$ cat config.mk
export PLATFORM = sky130hd
export DESIGN_NAME = cachek
export DESIGN_NICKNAME = d
export VERILOG_FILES = /design/src/rtl/cachek.sv
export SDC_FILE = /design/constraint.sdc
export NUM_CORES = 1
export LEC_CHECK = 0
export CORE_UTILIZATION = 40
export DETAILED_ROUTE_END_ITERATION = 8
export PLACE_DENSITY = 0.58
export SKIP_LAST_GASP = 1
export SLEW_MARGIN = 20
export SYNTH_ARGS = -nofsm -noshare
export SYNTH_HDL_FRONTEND = slang
export SYNTH_SLANG_ARGS = --single-unit
export TNS_END_PERCENT = 50
$ cat constraint.sdc
create_clock -name clk -period 4.7 [get_ports clk]
set_input_delay 0.705 -clock clk [delete_from_list [all_inputs] [get_ports clk]]
set_output_delay 0.705 -clock clk [all_outputs]
set_load 0.005 [all_outputs]
$ cat src/rtl/cachek.sv
// Direct-mapped cache data/tag store: 16 lines x 4 words x 16 bits, each line
// with a 5-bit tag, valid and dirty bit. Outputs are registered, one clock of latency.
module cachek (
  input  logic        clk,
  input  logic        rst,
  input  logic        enable,
  input  logic [0:3]  index,
  input  logic [0:1]  word,
  input  logic        cmp,
  input  logic        write,
  input  logic [0:4]  tag,
  input  logic [0:15] data_in,
  input  logic        valid_in,
  output logic        hit,
  output logic        dirty,
  output logic [0:4]  tag_out,
  output logic [0:15] data_out,
  output logic        valid,
  output logic        ack
);

  logic [0:15] data_mem [16][4];
  logic [0:4]  tag_mem  [16];
  logic [15:0] valid_bits;
  logic [15:0] dirty_bits;

  logic line_hit;
  logic op_en;
  logic mem_we;

  assign line_hit = valid_bits[index] && (tag_mem[index] == tag);
  assign op_en    = enable && !rst;
  // Access writes always land; compare writes land only on a hit.
  assign mem_we   = op_en && write && (!cmp || line_hit);

  // NOTE: the data and tag arrays have no reset so they map onto plain RAM;
  // only the per-line valid/dirty flags need clearing for a bulk invalidate.
  always_ff @(posedge clk) begin
    if (mem_we) begin
      data_mem[index][word] <= data_in;
      if (!cmp) tag_mem[index] <= tag;
    end
  end

  // NOTE: sequential state uses non-blocking assignments so every read in this
  // block sees the pre-edge value, which gives the read-before-write outputs.
  always_ff @(posedge clk) begin
    if (rst) begin
      valid_bits <= '0;
      dirty_bits <= '0;
    end else if (enable && write) begin
      if (!cmp) begin
        valid_bits[index] <= valid_in;
        dirty_bits[index] <= 1'b0;
      end else if (line_hit) begin
        dirty_bits[index] <= 1'b1;
      end
    end
  end

  always_ff @(posedge clk) begin
    if (rst) begin
      hit      <= 1'b0;
      dirty    <= 1'b0;
      tag_out  <= '0;
      data_out <= '0;
      valid    <= 1'b0;
      ack      <= 1'b1;
    end else if (enable) begin
      hit      <= cmp && line_hit;
      dirty    <= dirty_bits[index];
      tag_out  <= tag_mem[index];
      data_out <= data_mem[index][word];
      valid    <= valid_bits[index];
      ack      <= 1'b1;
    end else begin
      // Idle cycle: status outputs hold, strobes drop.
      hit <= 1'b0;
      ack <= 1'b0;
    end
  end

endmodule

==> results of run 1 <==
cells by family (layout without fill, tap and decap cells):
logic type | Yosys count | in the layout | synth area share (%)
DFF | 1161 | 1161 | 76.33
AOI/OAI and AO/OA | 329 | 329 | 5.018
muxes | 310 | 310 | 14.68
and+or+nand+nor | 243 | 243 | 2.395
buffers and inverters | 152 | 410 | 1.504
xor gates and xnor gates | 4 | 4 | 0.07799
other | 0 | 1 | 0
layout make-up:
type	instances	area share, %
Multi-Input combinational cell	886	19.56
Antenna cell	1	0.004786
Clock buffer	142	6.018
Inverter	1	0.007179
Sequential cell	1161	65.58
Clock inverter	72	1.613
Timing Repair Buffer	195	3.656
Tap cell	1488	3.561
critical path, stage by stage:
cell	delay [ns]
clkdlybuf4s50_1	0.52
buf_12	0.22
mux4_2	0.51
a22oi_1	0.23
nand2_1	0.14
xor2_1	0.16
a211oi_2	0.34
nand4_4	0.30
buf_4	0.32
a211oi_2	0.26
buf_4	0.29
per-layer routing:
layer | track usage [%] | share of wire (%) | routed length [um] | vias up
met2 | 30.60 | 45 | 52450 | 1101
met5 | 0 | 0.017 | 20 | -
met1 | 31.71 | 44 | 51620 | 12110
met3 | 3.837 | 9.1 | 10640 | 141
li1 | - | - | - | 9546
met4 | 5.938 | 2.2 | 2560 | 2
cells in the final DEF (no fill, tap or decap), types with 3 or more instances in the layout:
cell type	netlist	routed
a211oi_2	13	13
a211oi_4	0	3
a21oi_1	110	62
a21oi_2	0	48
a221oi_1	19	19
a22o_1	16	16
a22oi_1	66	66
a311oi_1	16	16
and2_1	4	3
buf_12	0	29
buf_2	45	8
buf_4	5	120
bufinv_16	0	17
clkbuf_1	76	17
clkbuf_16	0	121
clkbuf_8	0	4
clkdlybuf4s50_1	0	36
clkinv_1	1	20
clkinv_2	0	20
clkinv_4	0	4
clkinvlp_4	0	9
dfxtp_1	57	57
edfxtp_1	1104	1104
mux2_2	9	9
mux2i_1	22	22
mux4_2	278	278
nand2_1	110	110
nand2b_1	8	7
nand3_1	16	16
nand4_1	17	17
nor2_1	64	63
nor2b_1	7	5
nor3_1	8	7
o21ai_0	30	30
o22ai_1	35	35
o32a_1	16	16
or3_1	3	3
state kept, by name (all words and copies together), names as in the netlist, named ones only:
register	cells
data_out	16
data_mem	1024
tag_mem	80
ack	1
tag_out	5
valid	1
hit	1
valid_bits	16
dirty	1
power groups by stage:
| stage | clock network [W] | registers, W | logic [W] |
|---|---|---|---|
| finish | 0.00956 | 0.0114 | 0.00113 |
| global route | 0.0101 | 0.0114 | 0.00119 |
| CTS | 0.00971 | 0.0114 | 0.00113 |
| detailed placement | 0 | 0.0116 | 0.00113 |
| global placement | 0 | 0.0116 | 0.00111 |
| floorplan | 0 | 0.0116 | 0.000570 |
path summary, 6_finish.rpt:
kind	end	start	slack, ns	cells past startpoint
max reg2reg	data_mem[4][17]$_DFFE_PP_	tag_mem[15][3]$_DFFE_PP_	1.42	9
min reg2reg	register	register	0.45	2
max	data_mem[4][17]$_DFFE_PP_	index[1]	1.01	11
min	hit$_SDFF_PP0_	enable	0.34	3
stage by stage:
| stage | cell area, um^2 | cells |
|---|---|---|
| final | 52290 | 3946 |
| after floorplan | 44930 | 2199 |
| after global routing | 52290 | 3945 |
| after CTS | 52290 | 3945 |
| after global placement | 48290 | 3731 |
| after detailed placement | 48300 | 3731 |
==> flow_summary.json, run 1 <==
{
  "routed_via_density": 5.804,
  "ff_latch_area_um2": 34290,
  "synth_cell_types": 40,
  "area_delta_synth_final_pct": 16.38,
  "whs_ns": 0.3445,
  "drive_above_1_share_pct": 28.45,
  "nets": 2393,
  "route.detailed.drc": 0,
  "fp-row-count": 122,
  "insertion_delay_ns": 0.70,
  "fin_skew_ns": 0.03105,
  "yosysTopAreaCellShare_pct": 73.79,
  "endpoint_kind": "register",
  "core_um2": 111000,
  "cts_tree": "built",
  "timing.fmax_mhz": 270.7,
  "port_buffers": 57,
  "wl_per_cell_um": 29.73,
  "yosysSeqAreaShare_pct": 76.33,
  "synth_area_leaders": "edfxtp_1 74%, mux4_2 14%, dfxtp_1 2.5%",
  "ir_worst_vdd_mv": 0.2684,
  "multi_input_area_um2": 10230,
  "p_seq_share_pct": 51.6,
  "leakagePower_nw": 16.07,
  "clk_path_buf_depth": 3,
  "grt_overflow": 0,
  "synth_largest_area_cell": "edfxtp_1",
  "dieHeight_um": 337.1,
  "clkPwrFrac_pct": 43.3,
  "syn_nets": 2232,
  "gp_congestion": 0.8642,
  "sw_frac_of_total_pct": 21.04,
  "max_cap_viol_count": 0,
  "power.total_w": 0.02205,
  "grt_pass1_wl_um": 168400,
  "hp-class": "input pin to register",
  "yosysMostFrequentCell": "edfxtp_1",
  "drt-initial-drc-count": 2851,
  "finish.utilization_pct": 47.12,
  "antenna_found_initial": 2,
  "pre_cts_ws_ns": 0.3175,
  "path_clk_slew_ns": 0.06,
  "min_period_ns": 3.694,
  "cts_resized": 0,
  "grt_max_degree": 114,
  "synth_flop_cell": "edfxtp_1",
  "cts_root_buffer": "clkbuf_16",
  "cp-start-kind": "input pin",
  "die_w_um": 337.1,
  "dpl.hpwl_um": 71120,
  "yosys_warnings": 0,
  "slew_viol_final": 0,
  "first_global_vias": 22990,
  "period_share_pct": 78.59,
  "cts_buffers": 115,
  "power_density_nw_per_um2": 421.8,
  "io_pins": 58,
  "worstMarginPinSlew_ns": 1.010,
  "nFillCells": 9065,
  "status": "finished, final reports clean",
  "ys_ff_latch": 1161,
  "post_cts_buffers": 0,
  "rsz0062_at_grt": "no",
  "async_flop_share_pct": 0,
  "relSlewSlack_pct": 32.42,
  "finalWorstSetupSlack_ns": 1.006,
  "p_switching_w": 0.004640,
  "tns_ns": 0,
  "critPathMaxFanout": 25,
  "hold_buffers": 0,
  "fp.dieArea_um2": 113700,
  "cts_sinks": 1161,
  "arrival_ns": 4.05,
  "required_ns": 5.05,
  "syn_area_per_cell_um2": 20.43,
  "initial_core_util_pct": 40.49,
  "synth-edff-count": 1104,
  "firstDrtPassIters": 5,
  "synth_area_um2": 44930,
  "synth_cells": 2199,
  "grt_use_total_pct": 20.83,
  "p_comb_share_pct": 5.1,
  "final_hold_viol_count": 0,
  "htree_levels": 3,
  "ant_nets": 0,
  "routed_wl_um": 117300,
  "vias": 22900,
  "synth_common_cells": "1,104 x edfxtp_1, 278 x mux4_2, 110 x a21oi_1, 110 x nand2_1, 76 x clkbuf_1",
  "p_int_w": 0.01741,
  "crit_type": "input pin to register",
  "setup_viol": 0
}
No activity file was read; power rests on OpenSTA's default activity.
==> run 2: changes to the inputs <==
Settings changed: PLACE_DENSITY 0.58 to 0.6.
Clock period 4.7 ns to 3.05 ns, I/O delays scaled along.
==> run 2 against run 1 <==
The flow now finishes with violations (negative setup slack). Setup slack lost 1.1 ns. Die area is the same. Cell area grew 4.6%. Clock power grew 52%. Total power grew 54%. Combinational power grew 73%. Critical path type is now register to register.
==> flow_summary.json, run 2 (synthesis gave the netlist of run 1 again) <==
{
  "p_comb_share_pct": 5.8,
  "first_global_vias": 23650,
  "cts_tree": "built",
  "min_to": "hit$_SDFF_PP0_",
  "reg2reg_slack_ns": -0.1,
  "fp-row-count": 122,
  "firstDrtPassIters": 6,
  "p_int_w": 0.02664,
  "core_um2": 111000,
  "cp-start-kind": "register",
  "timing.fmax_mhz": 317.5,
  "clkPwrFrac_pct": 42.7,
  "fin_cells": 4115,
  "hp-class": "input pin to register",
  "routed_wl_um": 117400,
  "arrival_ns": 3.57,
  "finalWorstSetupSlack_ns": -0.09970,
  "grt_use_total_pct": 20.73,
  "routed_via_density": 5.729,
  "cts_root_buffer": "clkbuf_16",
  "power.total_w": 0.03396,
  "drt-initial-drc-count": 2434,
  "crit_family": "multiplexers",
  "rr_worst_depth": 11,
  "setup_viol": 741,
  "p_seq_share_pct": 51.6,
  "io_pins": 58,
  "port_buffers": 57,
  "cp-startpoint": "tag_mem[11][3]$_DFFE_PP_",
  "ant_nets": 0,
  "grt_max_degree": 90,
  "area_delta_synth_final_pct": 21.76,
  "nFillCells": 8829,
  "dieHeight_um": 337.1,
  "clk_path_buf_depth": 3,
  "leakagePower_nw": 17.13,
  "path_depth": 11,
  "slew_viol_final": 0,
  "cts_sinks": 1161,
  "die_w_um": 337.1,
  "dpl.hpwl_um": 74090,
  "htree_levels": 3,
  "min_from": "enable",
  "worstMarginPinSlew_ns": 1.064,
  "top_regs": "data_mem (1024), tag_mem (80)",
  "slowest_delay_ns": 0.50,
  "vias": 23580,
  "route.detailed.drc": 0,
  "cts_buffers": 112,
  "slowest_stage": "mux4_2",
  "final_hold_viol_count": 0,
  "r2r-end": "data_mem[3][63]$_DFFE_PP_",
  "final_cell_mix": "1,104 x edfxtp_1, 278 x mux4_2, 213 x buf_4, 120 x clkbuf_16, 110 x nand2_1",
  "status": "finished with violations",
  "rsz0062_at_grt": "yes",
  "initial_core_util_pct": 40.49,
  "critPathBufInv": 4,
  "insertion_delay_ns": 0.71,
  "min_period_ns": 3.150,
  "endpoint_kind": "register",
  "sw_frac_of_total_pct": 21.53,
  "antenna_found_initial": 1,
  "violations": "negative setup slack",
  "fin_skew_ns": 0.05166,
  "r2r_start": "tag_mem[11][3]$_DFFE_PP_",
  "drive_above_1_share_pct": 33.36,
  "path_clk_slew_ns": 0.07,
  "gp_congestion": 0.8811,
  "ir_worst_vdd_mv": 0.4529,
  "worstPathCellList": "mux4_2, mux2_4, xnor2_2, nor2_1, a211oi_2, nand4_4, buf_12, buf_12, buf_12, a21oi_4, clkbuf_16",
  "largest_reg_flops": 1024,
  "crit_type": "register to register",
  "hold_path_depth": 3,
  "multi_input_area_um2": 10550,
  "critPathMaxFanout": 8,
  "nets": 2564,
  "regMostFlops": "data_mem",
  "hold_buffers": 0,
  "power_density_nw_per_um2": 620.8,
  "cp_common_cell": "buf_12",
  "ff_latch_area_um2": 34290,
  "p_switching_w": 0.007312,
  "grt_pass1_wl_um": 168700,
  "period_share_pct": 103.3,
  "place_inst": 3886,
  "tns_ns": -27.05,
  "max_cap_viol_count": 0,
  "wl_per_cell_um": 28.53,
  "required_ns": 3.47,
  "final_common_cell": "edfxtp_1",
  "fp.dieArea_um2": 113700,
  "relSlewSlack_pct": 29.08,
  "whs_ns": 0.1513,
  "grt_overflow": 0
}
run 2: cell types whose count changed in the layout (fill, tap and decap cells not counted), moves of 8 or more:
cell / change
buf_12: +58
a21oi_2: -29
buf_4: +93
buf_6: +8
a211oi_2: -11
a211oi_4: +11
a21oi_4: +29
run 2: power groups by stage:
stage                     registers [W]  clock network [W]  logic [W]
after detailed placement         0.0178                  0    0.00195
after CTS                        0.0175             0.0147    0.00195
after global routing             0.0175             0.0153    0.00205
after global placement           0.0178                  0    0.00192
after floorplan                  0.0178                  0   0.000904
final                            0.0175             0.0145    0.00196
run 2: worst max path at each step:
stage,to,slack [ns]
after floorplan,data_mem[10][16]$_DFFE_PP_,-0.25
after CTS,data_mem[5][60]$_DFFE_PP_,-0.03
final,data_mem[3][63]$_DFFE_PP_,-0.1
after global placement,data_mem[2][5]$_DFFE_PP_,-0.78
after global routing,data_mem[1][52]$_DFFE_PP_,-0.14
after detailed placement,data_mem[3][5]$_DFFE_PP_,-0.73
run 2: what timing repair did:
| item | 4_1_cts | 5_1_grt |
|---|---|---|
| pin swaps | 2 | 15 |
| setup endpoints to repair | 804 | 1004 |
| gates resized for setup | 2 | 30 |
| setup buffers | 1 | 10 |
| gates cloned | 0 | 10 |
| endpoints found under the hold margin | 0 | 0 |
run 2: area by class of cell:
cell class	instances	share of cell area, %
multi-input cells	886	19.29
inverters	1	0.006862
repair buffers	369	7.507
diodes	1	0.004575
flip-flops and latches	1161	62.69
well taps	1488	3.403
clock inverters	85	1.892
clock buffers	124	5.206
run 2: per-stage QoR:
| stage | util (%) | setup WS (ns) | instance area [um^2] |
|---|---|---|---|
| 2_1_floorplan | - | -0.2482 | 45390 |
| 3_3_place_gp | 45.39 | -0.7791 | 50370 |
| 3_5_place_dp | 45.39 | -0.7348 | 50370 |
| 4_1_cts | 48.90 | -0.02734 | 54270 |
| 5_1_grt | 49.29 | -0.1401 | 54700 |
| 6_report | 49.29 | -0.09970 | 54700 |
run 2: tightest hold or removal path: cells and delay by family:
| kind | cells | cell delay [ns] |
|---|---|---|
| and+or+nand+nor | 2 | 0.14 |
| buffers and inverters | 1 | 0.20 |
run 2: layer usage:
metal / global-route usage, % / part of all wire [%] / vias up
met3: 3.614 / 8.2 / 150
li1: - / - / 9896
met5: 0 / 0 / -
met2: 32.22 / 47 / 1119
met4: 5.522 / 2.2 / 0
met1: 30.25 / 43 / 12410
